**src/rtl/ifetch_pkg.sv**
```systemverilog
// Shared FSM type and default configuration for the instruction fetch stage.
// Defining IFETCH_STALL_CNT_EN adds a 16-bit decoder-stall counter output to instruction_fetch.
package ifetch_pkg;

    typedef enum logic {
        RUN   = 1'b0,
        DRAIN = 1'b1
    } fetch_state_e;

    localparam int ADDR_W_DEF     = 8;
    localparam int INSTR_W_DEF    = 8;
    localparam int FIFO_DEPTH_DEF = 2;
    localparam int RESET_PC_DEF   = 0;
    localparam int STALL_CNT_W    = 16;

`ifdef IFETCH_STALL_CNT_EN
    localparam bit STALL_CNT_EN = 1'b1;
`else
    localparam bit STALL_CNT_EN = 1'b0;
`endif

endpackage

```
**src/rtl/fetch_fifo.sv**
```systemverilog
// Prefetch buffer holding {pc, instruction} pairs; flush empties it in one cycle.
// Head outputs read as zero while empty so the decoder never sees stale entries.
module fetch_fifo #(
    parameter  int DEPTH   = 2,
    parameter  int ADDR_W  = 8,
    parameter  int INSTR_W = 8,
    localparam int PTR_W   = $clog2(DEPTH),
    localparam int CNT_W   = $clog2(DEPTH) + 1
) (
    input  logic               clk,
    input  logic               rst_n,
    input  logic               push,
    input  logic [ADDR_W-1:0]  push_pc,
    input  logic [INSTR_W-1:0] push_instr,
    input  logic               pop,
    input  logic               flush,
    output logic [ADDR_W-1:0]  head_pc,
    output logic [INSTR_W-1:0] head_instr,
    output logic [CNT_W-1:0]   count,
    output logic               empty,
    output logic               full
);

    logic [ADDR_W+INSTR_W-1:0] mem_q [DEPTH];
    logic [PTR_W-1:0]          wr_ptr_q, wr_ptr_d;
    logic [PTR_W-1:0]          rd_ptr_q, rd_ptr_d;
    logic [CNT_W-1:0]          count_q, count_d;
    logic                      do_push, do_pop;

    assign empty = (count_q == '0);
    assign full  = (count_q == CNT_W'(DEPTH));
    assign count = count_q;
    assign {head_pc, head_instr} = empty ? '0 : mem_q[rd_ptr_q];

    always_comb begin
        do_push  = push && !flush && (!full || pop);
        do_pop   = pop && !flush && !empty;
        wr_ptr_d = wr_ptr_q;
        rd_ptr_d = rd_ptr_q;
        count_d  = count_q;
        if (flush) begin
            wr_ptr_d = '0;
            rd_ptr_d = '0;
            count_d  = '0;
        end else begin
            if (do_push) wr_ptr_d = wr_ptr_q + 1'b1;
            if (do_pop)  rd_ptr_d = rd_ptr_q + 1'b1;
            count_d = count_q + CNT_W'(do_push) - CNT_W'(do_pop);
        end
    end

    always_ff @(posedge clk or negedge rst_n) begin
        if (!rst_n) begin
            wr_ptr_q <= '0;
            rd_ptr_q <= '0;
            count_q  <= '0;
        end else begin
            wr_ptr_q <= wr_ptr_d;
            rd_ptr_q <= rd_ptr_d;
            count_q  <= count_d;
        end
    end

    // Storage carries no reset; empty gating hides its contents.
    always_ff @(posedge clk) begin
        if (do_push) mem_q[wr_ptr_q] <= {push_pc, push_instr};
    end

endmodule

```
**src/rtl/instruction_fetch.sv**
```systemverilog
// Fetch stage: PC, single-outstanding req/ack reads, redirect/drain FSM, prefetch FIFO.
// Optional stall_cnt output is present only when IFETCH_STALL_CNT_EN is defined.
module instruction_fetch
    import ifetch_pkg::*;
#(
    parameter int                ADDR_W     = ADDR_W_DEF,
    parameter int                INSTR_W    = INSTR_W_DEF,
    parameter int                FIFO_DEPTH = FIFO_DEPTH_DEF,
    parameter logic [ADDR_W-1:0] RESET_PC   = ADDR_W'(RESET_PC_DEF)
) (
    input  logic               clk,
    input  logic               rst_n,
    output logic               mem_req,
    output logic [ADDR_W-1:0]  mem_addr,
    input  logic               mem_ack,
    input  logic [INSTR_W-1:0] mem_rdata,
    output logic               instr_valid,
    output logic [INSTR_W-1:0] instruction,
    output logic [ADDR_W-1:0]  instr_pc,
    input  logic               instr_ready,
    input  logic               redirect,
    input  logic [ADDR_W-1:0]  redirect_pc
`ifdef IFETCH_STALL_CNT_EN
    ,
    output logic [STALL_CNT_W-1:0] stall_cnt
`endif
);

    localparam int               CNT_W   = $clog2(FIFO_DEPTH) + 1;
    localparam logic [CNT_W-1:0] DEPTH_C = CNT_W'(FIFO_DEPTH);

    fetch_state_e      state_q, state_d;
    logic [ADDR_W-1:0] addr_q, addr_d;
    logic [ADDR_W-1:0] target_q, target_d;
    logic              req_q, req_d;

    logic              ack_fire, pending_next;
    logic              fifo_push, fifo_pop, fifo_flush;
    logic              fifo_empty, fifo_full;
    logic [CNT_W-1:0]  fifo_count, count_next;

    assign ack_fire     = req_q && mem_ack;
    assign pending_next = req_q && !mem_ack;
    assign mem_req      = req_q;
    assign mem_addr     = addr_q;
    assign instr_valid  = !fifo_empty;

    fetch_fifo #(
        .DEPTH   (FIFO_DEPTH),
        .ADDR_W  (ADDR_W),
        .INSTR_W (INSTR_W)
    ) u_fifo (
        .clk        (clk),
        .rst_n      (rst_n),
        .push       (fifo_push),
        .push_pc    (addr_q),
        .push_instr (mem_rdata),
        .pop        (fifo_pop),
        .flush      (fifo_flush),
        .head_pc    (instr_pc),
        .head_instr (instruction),
        .count      (fifo_count),
        .empty      (fifo_empty),
        .full       (fifo_full)
    );

    always_comb begin
        state_d    = state_q;
        addr_d     = addr_q;
        target_d   = target_q;
        req_d      = req_q;
        fifo_flush = 1'b0;
        fifo_push  = 1'b0;
        fifo_pop   = instr_valid && instr_ready;
        count_next = fifo_count;
        if (redirect) begin
            // Redirect wins over everything: same-cycle pop and ack data are dropped.
            fifo_flush = 1'b1;
            fifo_pop   = 1'b0;
            target_d   = redirect_pc;
            if (pending_next) begin
                state_d = DRAIN;
            end else begin
                state_d = RUN;
                addr_d  = redirect_pc;
                req_d   = 1'b1;
            end
        end else if (state_q == DRAIN) begin
            if (ack_fire) begin
                state_d = RUN;
                addr_d  = target_q;
                req_d   = (fifo_count < DEPTH_C);
            end
        end else begin
            fifo_push  = ack_fire && (!fifo_full || fifo_pop);
            count_next = fifo_count + CNT_W'(fifo_push) - CNT_W'(fifo_pop);
            if (ack_fire) addr_d = addr_q + 1'b1;
            // An unacked request must stay up; otherwise issue only if its data will fit.
            req_d = pending_next || (count_next < DEPTH_C);
        end
    end

    always_ff @(posedge clk or negedge rst_n) begin
        if (!rst_n) begin
            state_q  <= RUN;
            addr_q   <= RESET_PC;
            target_q <= RESET_PC;
            req_q    <= 1'b0;
        end else begin
            state_q  <= state_d;
            addr_q   <= addr_d;
            target_q <= target_d;
            req_q    <= req_d;
        end
    end

`ifdef IFETCH_STALL_CNT_EN
    logic [STALL_CNT_W-1:0] stall_cnt_q, stall_cnt_d;

    always_comb begin
        stall_cnt_d = stall_cnt_q;
        if (instr_valid && !instr_ready && (stall_cnt_q != '1))
            stall_cnt_d = stall_cnt_q + 1'b1;
    end

    always_ff @(posedge clk or negedge rst_n) begin
        if (!rst_n) stall_cnt_q <= '0;
        else        stall_cnt_q <= stall_cnt_d;
    end

    assign stall_cnt = stall_cnt_q;
`endif

endmodule
```
**config.mk**
```make
export PLATFORM = sky130hd
export DESIGN_NAME = instruction_fetch
export DESIGN_NICKNAME = d
export VERILOG_FILES = /design/src/rtl/ifetch_pkg.sv /design/src/rtl/fetch_fifo.sv /design/src/rtl/instruction_fetch.sv
export SDC_FILE = /design/constraint.sdc
export NUM_CORES = 1
export LEC_CHECK = 0
export CORE_MARGIN = 4
export CORE_UTILIZATION = 30
export CTS_BUF_LIST = sky130_fd_sc_hd__clkbuf_4
export DETAILED_ROUTE_END_ITERATION = 12
export GPL_TIMING_DRIVEN = 0
export PLACE_DENSITY = 0.58
export SLEW_MARGIN = 25
export SYNTH_ARGS = -nofsm -noshare
export SYNTH_HDL_FRONTEND = slang
export SYNTH_SLANG_ARGS = --single-unit
```
**constraint.sdc**
```tcl
create_clock -name clk -period 2.9 [get_ports clk]
set_clock_uncertainty 0.05 [all_clocks]
set_input_delay 0.29 -clock clk [delete_from_list [all_inputs] [get_ports clk]]
set_output_delay 0.29 -clock clk [all_outputs]
set_load 0.02 [all_outputs]
```
==> results.sh <==
export IMPL_nFillCells=783
export IMPL_cts_setup_buffers=0
export IMPL_drt_total_wl_um=4760
export IMPL_drive_gt1_share_pct=11.6
export IMPL_insertion_delay_ns=0.37
export IMPL_dieHeight_um=97.8
export IMPL_ys_seq_area_share_pct=62.5
export IMPL_vias_per_cell=4.60
export IMPL_core_area_um2=7770
export IMPL_crit_type="reg -> out"
export IMPL_dp_hpwl_um=3430
export IMPL_leakagePower_nw=1.15
export IMPL_regToRegStartpoint="state_q"
export IMPL_hp_class="in -> async"
export IMPL_ff2ff_setup_slack_ns=0.67
export IMPL_setup_worst_path_end_class="output pin"
export IMPL_fin_cells=351
export IMPL_synth_area_um2=2420
export IMPL_first_pass_iters=4
export IMPL_syn_nets=218
export IMPL_setup_viol=0
export IMPL_grt_pass1_vias=1619
export IMPL_ys_types=37
export IMPL_grt_pass1_wl_um=8070
export IMPL_ir_worst_vdd_uv=381
export IMPL_fin_crit_sh_pct=91.8
export IMPL_place_gp_congestion=0.753
export IMPL_cts_sinks=54
export IMPL_worstMarginPinSlew_ns=0.766
export IMPL_path_clk_slew_ns=0.16
export IMPL_cts_tree="done"
export IMPL_rsz0062_at_grt="false"
export IMPL_first_iter_violations=85
export IMPL_dr_total_vias=1616
export IMPL_overflow=0
export IMPL_ios=47
export IMPL_reg2reg_depth=5
export IMPL_max_freq_mhz=375
export IMPL_die_width_um=97.8
export IMPL_ant_nets=0
export IMPL_cts_max_level=2
export IMPL_powerDensity_nw_per_um2=715
export IMPL_post_route_drc_count=0
export IMPL_dp_slack_ns=0.440
export IMPL_grt_usage_pct=10.4
export IMPL_portBuffers=46
export IMPL_synth_edff_count=32
export IMPL_num_rows=32
export IMPL_slew_violations=0
export IMPL_synth_flop_cell="edfxtp_1"
export IMPL_timing_final_ws_setup_ns=0.237
export IMPL_startpoint_type="register"
export IMPL_async_reset_ff_share_pct=40.7
export IMPL_startpoint="u_fifo.count[1]"
export IMPL_r2r_end="u_fifo.mem_q[1][12]"
export IMPL_root_buffer="clkbuf_4"
export IMPL_ff_latch_area_um2=1510
export IMPL_slew_headroom_pct=49.0
export IMPL_place_area_um2=3030
export IMPL_areaGrowthSynthToFinish_pct=29.3
export IMPL_final_hold_violation_count=0
export IMPL_status="finished clean"
export IMPL_endpoint="instruction[6]"
export IMPL_grt_max_degree=23
export IMPL_multi_input_area_um2=846
export IMPL_cts_buffers=5
export IMPL_nets=273
export IMPL_synth_seq_cells=54
export IMPL_clockBufferDepth=2
export IMPL_syn_inst=193
export IMPL_fin_crit_ns=2.66
export IMPL_yosys_warnings=0
export IMPL_antenna_found_initial=0
export IMPL_cap_violations=0
export IMPL_stdcell_area_um2=3130
export IMPL_final_util_pct=40.3
export IMPL_place_inst=342
export IMPL_crit_path_max_fanout=10
export IMPL_diodes=0
export IMPL_worstPathRequired_ns=2.56
export IMPL_start_util_pct=31.1
export IMPL_dieArea_um2=9560
export IMPL_routedWlPerCell_um=13.6
export IMPL_arrival_ns=2.32
export IMPL_avgSynthCellArea_um2=12.5
export IMPL_total_power_mw=2.23
## critical path, stage by stage (launching register included)
cell	delay [ns]
dfrtp_1	0.40
clkbuf_1	0.18
nor2_2	0.34
clkbuf_1	0.38
nor2_1	0.10
clkdlybuf4s50_1	0.55
## state kept, by name, indices dropped and copies added, names as in the netlist
name,cells
state_q,1
u_fifo.wr_ptr_q,1
mem_req,1
target_q,8
u_fifo.count,2
u_fifo.mem_q,32
mem_addr,8
u_fifo.rd_ptr_q,1
## metal layers
metal	part of all wire, %	GRT usage [%]
met1	50	14.6
met2	44	16.2
met3	6.1	2.43
met4	0.44	2.56
met5	0	0
## Yosys cell counts, drive strengths merged, types with 2 or more instances
cell type	count	share of area [%]
buf	8	1.7
and3	2	0.57
nand3	2	0.41
nor2	28	4.3
ha	4	2.1
edfxtp	32	40
nor2b	4	1.0
nor3b	2	0.83
nor4	2	0.52
inv	8	1.2
clkbuf	2	0.31
mux2	8	3.7
a21oi	5	1.0
xor2	2	0.72
mux2i	17	7.0
nand4	2	0.52
xnor2	7	2.5
nand2	5	0.78
o22ai	2	0.52
and2	2	0.52
nor3	4	0.83
a221oi	2	0.72
o21ai	12	2.5
a22oi	2	0.62
dfrtp	22	23
## per-stage QoR
| step | setup TNS [ns] | hold WS [ns] |
|---|---|---|
| final | 0 | 0.352 |
| after global routing | 0 | 0.406 |
| after CTS | 0 | 0.347 |
| after detailed placement | 0 | 0.250 |
| after global placement | -3.19 | 0.440 |
| after floorplan | 0 | -0.0556 |
## timing repair
action / 4_1_cts / 5_1_grt
hold endpoints to repair: 22 / 0
hold buffers: 1 / 0
gates resized for setup: 1 / 0
setup endpoints to repair: 6 / 0
## worst min-delay path by stage
stage	startpoint	slack (ns)	to
3_5_place_dp	rst_n	0.25	target_q[3]
6_report	rst_n	0.35	target_q[6]
2_1_floorplan	rst_n	-0.06	mem_addr[0]
3_3_place_gp	target_q[4]	0.44	target_q[4]
5_1_grt	rst_n	0.41	mem_addr[6]
4_1_cts	rst_n	0.35	target_q[4]
## report_power, final
group | leakage (nW) | switching [mW] | total (mW) | internal, mW
combinational | 0.549 | 0.392 | 0.754 | 0.362
clock | 0.0433 | 0.249 | 0.437 | 0.188
sequential | 0.560 | 0.106 | 1.04 | 0.938
## placed cells by master, fill, tap and decap left out, types with 2 or more instances in the layout
master and count:
clkdlybuf4s50_1 45, edfxtp_1 32, nor2_1 27, dfrtp_1 22, mux2i_1 17, o21ai_0 9, inv_1 8, mux2_2 8
buf_2 7, xnor2_1 7, nand2_1 5, a21oi_1 5, clkbuf_4 5, nor2b_1 4, nor3_1 4, ha_1 4
o21ai_1 3, clkbuf_1 2, xor2_1 2, and2_1 2, nand3_1 2, nand4_1 2, o22ai_1 2, a221oi_1 2
a22oi_1 2
## cell type report
| cell class | instances | area share (%) |
|---|---|---|
| Sequential cell | 54 | 48.3 |
| Buffer | 10 | 1.56 |
| Tap cell | 102 | 4.08 |
| Multi-Input combinational cell | 121 | 27.1 |
| Clock inverter | 3 | 1.56 |
| Inverter | 8 | 0.960 |
| Clock buffer | 5 | 1.20 |
| Timing Repair Buffer | 48 | 15.2 |
## cell families (layout without fill, tap and decap cells)
| kind of cell | count (synthesis) | in the layout | share of synthesized area [%] |
|---|---|---|---|
| AO/OA/AOI/OAI | 27 | 27 | 6.93 |
| adder cells (fa/ha/maj) | 4 | 4 | 2.07 |
| buffers and inverters | 18 | 74 | 3.26 |
| flip-flops | 54 | 54 | 62.5 |
| multiplexers | 25 | 25 | 10.8 |
| AND/OR/NAND/NOR | 56 | 56 | 11.2 |
| XOR/XNOR | 9 | 9 | 3.26 |
(Power assumes the default switching activity.)
